File: src/rtl/conv1_layer1_acc_tree.sv
// Pipelined 25-input adder tree plus group accumulator for the conv1 layer1 product beats.
// Produces a full-precision group sum and a saturated 16-bit fixed-point copy.
module conv1_layer1_acc_tree #(
  parameter int NUM_BEATS  = 4,
  parameter int ACC_W      = 48,
  parameter int FRAC_SHIFT = 12
) (
  input  logic             clk,
  input  logic             rst,
  input  logic             start,
  input  logic             mult_res_v,
  input  logic [799:0]     mult_res,
  output logic [ACC_W-1:0] acc_res,
  output logic [15:0]      acc_res_q,
  output logic             acc_res_v,
  output logic             sat_flag,
  output logic             busy,
  output logic [1:0]       fsm_state_o
);

  // Handshake: mult_res_v is a one-cycle valid with no ready; acc_res_v is a
  // one-cycle pulse during which acc_res/acc_res_q/sat_flag carry a new result.
  typedef enum logic [1:0] {
    S_IDLE   = 2'd0,
    S_ACCUM  = 2'd1,
    S_OUTPUT = 2'd2
  } state_t;

  typedef logic signed [ACC_W-1:0] sum_t;

  localparam logic [4:0] LAST_BEAT = 5'(NUM_BEATS - 1);
  localparam sum_t       Q_MAX     = sum_t'(32767);
  localparam sum_t       Q_MIN     = sum_t'(-32768);

  sum_t s0 [25];
  sum_t st1_d [13];
  sum_t st1_q [13];
  sum_t st2_d [7];
  sum_t st2_q [7];
  sum_t st3_d [4];
  sum_t st3_q [4];
  sum_t st4_d [2];
  sum_t st4_q [2];
  sum_t st5_d;
  sum_t st5_q;
  logic [4:0] vld_q;

  always_comb begin
    for (int k = 0; k < 25; k++) s0[k] = ACC_W'($signed(mult_res[32*k +: 32]));
    for (int i = 0; i < 12; i++) st1_d[i] = s0[2*i] + s0[2*i+1];
    st1_d[12] = s0[24];
    for (int i = 0; i < 6; i++) st2_d[i] = st1_q[2*i] + st1_q[2*i+1];
    st2_d[6] = st1_q[12];
    for (int i = 0; i < 3; i++) st3_d[i] = st2_q[2*i] + st2_q[2*i+1];
    st3_d[3] = st2_q[6];
    st4_d[0] = st3_q[0] + st3_q[1];
    st4_d[1] = st3_q[2] + st3_q[3];
    st5_d    = st4_q[0] + st4_q[1];
  end

  // Each stage only captures when its incoming valid is set, so data holds across idle cycles.
  always_ff @(posedge clk) begin
    if (mult_res_v) st1_q <= st1_d;
    if (vld_q[0])   st2_q <= st2_d;
    if (vld_q[1])   st3_q <= st3_d;
    if (vld_q[2])   st4_q <= st4_d;
    if (vld_q[3])   st5_q <= st5_d;
  end

  always_ff @(posedge clk or negedge rst) begin
    if (!rst)       vld_q <= '0;
    else if (start) vld_q <= {4'b0000, mult_res_v};
    else            vld_q <= {vld_q[3:0], mult_res_v};
  end

  state_t            state_q, state_d;
  logic [4:0]        cnt_q, cnt_d;
  sum_t              acc_q, acc_d;
  sum_t              grp_sum;
  sum_t              shifted;
  logic              tree_v;
  logic              last_beat;
  logic [15:0]       fix_d;
  logic              sat_d;
  logic [ACC_W-1:0]  out_sum_q;
  logic [15:0]       out_fix_q;
  logic              out_sat_q;

  assign tree_v    = vld_q[4];
  assign last_beat = tree_v && (cnt_q == LAST_BEAT);

  always_comb begin
    state_d = state_q;
    cnt_d   = cnt_q;
    acc_d   = acc_q;
    grp_sum = (cnt_q == '0) ? st5_q : acc_q + st5_q;
    case (state_q)
      S_IDLE:   if (tree_v) state_d = last_beat ? S_OUTPUT : S_ACCUM;
      S_ACCUM:  if (last_beat) state_d = S_OUTPUT;
      S_OUTPUT: state_d = tree_v ? (last_beat ? S_OUTPUT : S_ACCUM) : S_IDLE;
      default:  state_d = S_IDLE;
    endcase
    if (tree_v) begin
      acc_d = grp_sum;
      cnt_d = last_beat ? 5'd0 : 5'(cnt_q + 5'd1);
    end
    if (start) begin
      state_d = S_IDLE;
      cnt_d   = '0;
      acc_d   = '0;
    end
  end

  always_comb begin
    shifted = grp_sum >>> FRAC_SHIFT;
    fix_d   = shifted[15:0];
    sat_d   = 1'b0;
    if (shifted > Q_MAX) begin
      fix_d = 16'h7FFF;
      sat_d = 1'b1;
    end else if (shifted < Q_MIN) begin
      fix_d = 16'h8000;
      sat_d = 1'b1;
    end
  end

  always_ff @(posedge clk or negedge rst) begin
    if (!rst) begin
      state_q   <= S_IDLE;
      cnt_q     <= '0;
      acc_q     <= '0;
      out_sum_q <= '0;
      out_fix_q <= '0;
      out_sat_q <= 1'b0;
    end else begin
      state_q <= state_d;
      cnt_q   <= cnt_d;
      acc_q   <= acc_d;
      if (last_beat && !start) begin
        out_sum_q <= grp_sum;
        out_fix_q <= fix_d;
        out_sat_q <= sat_d;
      end
    end
  end

  // The result pulse is exactly the single cycle spent in OUTPUT.
  assign acc_res_v   = (state_q == S_OUTPUT);
  assign acc_res     = out_sum_q;
  assign acc_res_q   = out_fix_q;
  assign sat_flag    = out_sat_q;
  assign busy        = (|vld_q) || (cnt_q != '0);
  assign fsm_state_o = state_q;

endmodule

File: config.mk
export PLATFORM = sky130hd
export DESIGN_NAME = conv1_layer1_acc_tree
export DESIGN_NICKNAME = d
export VERILOG_FILES = /design/src/rtl/conv1_layer1_acc_tree.sv
export SDC_FILE = /design/constraint.sdc
export NUM_CORES = 2
export LEC_CHECK = 0
export CAP_MARGIN = 20
export CORE_MARGIN = 1.5
export CORE_UTILIZATION = 36
export CTS_CLUSTER_DIAMETER = 120
export DETAILED_ROUTE_END_ITERATION = 16
export PLACE_DENSITY = 0.57
export SLEW_MARGIN = 20
export SYNTH_ARGS = -nofsm -noshare
export SYNTH_HDL_FRONTEND = slang
export SYNTH_SLANG_ARGS = --single-unit
File: constraint.sdc
create_clock -name clk -period 17.4 [get_ports clk]
set_clock_uncertainty 0.05 [all_clocks]
set_input_delay 4.35 -clock clk [delete_from_list [all_inputs] [get_ports clk]]
set_output_delay 4.35 -clock clk [all_outputs]
set_load 0.02 [all_outputs]
==> run_results.csv <==
group,metric,value,unit
run_status,run_status,"finished, final reports clean",
synth,synth_area_leaders,"edfxtp_1, ha_1, xnor2_1",
setup_path,endpoint_kind,"flop",
cts,cts_sinks,1193,
synth,synth_area,0.0809,mm²
timing,fmax,0.118,GHz
synth,yosys-top-cells-count,"edfxtp_1, ha_1, a21oi_1",
synth,synthArstFlopShare,0.105,
timing,setup_viol,0,
synth,yosysSeqAreaShare,0.435,
global_routing,first_global_vias,60900,
timing,timing.final.crit_share,0.487,
synth,yosysMostFrequentCell,"edfxtp_1",
synth,synth.distinct_cells,94,
synth,synth_ff_type,"edfxtp_1",
routing,drtIter0Drc,3792,
setup_path,critPathArrivalTime,8.94,ns
pwr,p_per_area,133,mW/mm²
synth,yosysWarnings,0,
global_routing,antenna_found_initial,37,
setup_path,path_cells,"clkdlybuf4s50_1 > ha_1 > a21o_1 > a21o_1 > a21oi_1 > o21ai_0 > a211o_1 > o21ai_0 > a311oi_1 > a31oi_1 > a21oi_1 > and4_1 > a2111oi_0 > a21oi_1 > xor2_1",
cells_and_area,post-route-util,0.439,
cts,cts_resized,0,
global_routing,grt_pass1_wl,359000,µm
setup_path,cp-startpoint,"mult_res[65]",
pwr,p_sw_frac,0.360,
routing,ant_nets,0,
timing,timing.hold.ws,0.348,ns
setup_path,critical_path_peak_fanout,3,
synth,synth_top_area_cell,"edfxtp_1",
pwr,power.clock.fraction,0.229,
timing,worstMarginPinSlew,1.05,ns
pwr,pwr-share-seq,0.345,
timing,rsz0062_at_grt,"false",
cts,post-cts-setup-buffers,0,
timing,maxSlewViolCount,0,
synth,avgSynthCellArea,10.6,µm²
cts,cts_hold_repair.buffers,0,
cells_and_area,final_area,0.0979,mm²
floorplanning,design.die.area,0.228,mm²
setup_path,slowest_delay,0.76,ns
worst_hold_path,hold_path_depth,0,
setup_path,worstPathRequired,17.86,ns
cells_and_area,num-fill-cells,21000,
setup_path,reg2reg_from,"st3_q[144]",
routing,wl_per_cell,20.4,µm
place,hpwl,194000,µm
routing,vias_per_cell,5.29,
timing,period_needed,8.48,ns
pwr,p_sw,0.00467,W
cts,clkLatencyLatePin,0.79,ns
cts,cts_buffers,141,
cells_and_area,drive_above_1_share,0.0444,
routing,wl,239000,µm
floorplanning,ios,873,
worst_hold_path,min_from,"st1_q[17]",
cts,clk_pin_slew,0.06,ns
place,portBuffers,872,
floorplanning,core_area,0.223,mm²
setup_path,crit_slowest_cell,"a2111oi_0",
worst_hold_path,hold_path_class,"flop to flop",
synth,synth_edf_count,1068,
pwr,power.leakage,39.6,nW
pwr,p_int,0.00831,W
timing,final_hold_viol_count,0,
cts,cts_buffer_depth,3,
routing,num_vias,61900,
routing,drcViolationCount,0,
timing,fin_tns_setup,0,ns
setup_path,critPathMostFrequentCell,"a21oi_1",
cts,cts_max_level,4,
global_routing,overflow,0,
floorplanning,rows,173,
cells_and_area,synthToLayoutAreaGrowth,21.0,%
setup_path,worstSetupPathType,"input pin to flop",
synth,synth_seq_cells,1193,
pwr,combPwrFrac,0.426,
floorplanning,start_util,0.363,
flow_run,maxCapViolations,0,
place,place_area,0.0932,mm²
pwr,peakVddDrop,0.000111,V
cts,cts_tree,"built",
global_routing,grt_util_all_layers,0.202,
setup_path,r2r_cells,16,
synth,synth_nets,9397,
setup_path,start_kind,"input pin",
synth,syn_inst,7655,
global_routing,grt_max_degree,128,
routing,dr.pass1.iters,5,
floorplanning,die_height,477,µm
timing,relSlewSlack,0.288,
floorplanning,fp.dieW,477,µm
cells_and_area,layout.nets,10300,
place,place.gp.congestion,0.892,
synth,synth_top_area_frac,0.396,
cts,root_buffer,"clkbuf_16",
-- power by group through the flow --
stage / sequential (W) / combinational, W / clock [W]
after floorplan: 0.00437 / 0.00395 / 0
after global placement: 0.00455 / 0.00544 / 0
after detailed placement: 0.00455 / 0.00549 / 0
after CTS: 0.00450 / 0.00554 / 0.00306
after global routing: 0.00454 / 0.00613 / 0.00316
final: 0.00449 / 0.00553 / 0.00297
-- final timing paths --
| check | end | slack, ns |
|---|---|---|
| max in group asynchronous | vld_q[0] | 12.16 |
| hold / removal | st2_q[17] | 0.35 |
| setup / recovery | st1_q[559] | 8.92 |
| setup reg to reg | st4_q[94] | 12.38 |
| hold reg to reg | st2_q[17] | 0.35 |
| min in group asynchronous | acc_res_q[13] | 3.61 |
-- flip-flops by register name, indices dropped and copies added (netlist names), 16 cells and up --
name and flops:
acc_q 48, acc_res 48, acc_res_q 16, st1_q 428, st2_q 320, st3_q 176
st4_q 96, st5_q 48
-- logic make-up (layout without fill, tap and decap cells) --
logic type               Yosys count  in the layout  synth area share
multiplexers                      36             36           0.00461
buffers and inverters            390           1447            0.0186
other                              0             17                 0
adder cells (fa/ha/maj)          938            938             0.147
flip-flops                      1193           1193             0.435
AND/OR/NAND/NOR                 1972           1972             0.120
AO/OA/AOI/OAI                   2343           2343             0.190
XOR/XNOR                         783            783            0.0848
-- final cells by class --
type	count	area, µm²	share of cell area
Antenna cell	17	42.5	0.000434
Clock buffer	175	3840	0.0393
Clock inverter	80	796	0.00813
Inverter	292	1100	0.0112
Multi-Input combinational cell	6072	44200	0.452
Sequential cell	1193	35200	0.360
Tap cell	2975	3720	0.0380
Timing Repair Buffer	900	8950	0.0914
-- metal layers --
layer,GRT usage,routed length [µm],up-vias
li1,-,-,30700
met1,0.266,109000,29500
met2,0.343,114000,1357
met3,0.0303,9930,295
met5,0,91,-
met4,0.0577,5960,14
-- cell usage in the layout (no fill, tap or decap), types with 102 or more instances in the layout --
master	netlist	final
edfxtp_1	1068	1068
ha_1	913	913
clkdlybuf4s50_1	0	869
a21oi_1	651	651
nor2_1	540	540
xnor2_1	535	535
o21ai_0	443	442
nand2_1	408	408
a21o_1	374	374
inv_1	291	291
xor2_1	247	247
o21a_1	187	187
nand3_1	166	166
nor3_1	157	157
clkbuf_16	0	148
nand2b_1	139	138
and3_1	136	136
nor2b_1	129	128
dfrtp_1	125	120
o21bai_1	107	107
a211oi_1	102	102
-- worst max-delay path: cells and delay by family --
| kind | cells | cell delay [ns] |
|---|---|---|
| xor+xnor | 1 | 0.18 |
| compound gates | 11 | 3.46 |
| simple gates | 1 | 0.22 |
| buf+inv | 1 | 0.43 |
| fa+ha+maj | 1 | 0.30 |
-- stage by stage --
step / setup slack (ns) / instances / power [W]
after global placement: 8.16 / 11400 / 0.00999
after CTS: 9.05 / 11700 / 0.0131
after floorplan: 5.63 / 7655 / 0.00832
after detailed placement: 8.24 / 11400 / 0.0100
final: 8.92 / 11700 / 0.0130
after global routing: 8.72 / 11700 / 0.0138
No activity file was read; power rests on OpenSTA's default activity.
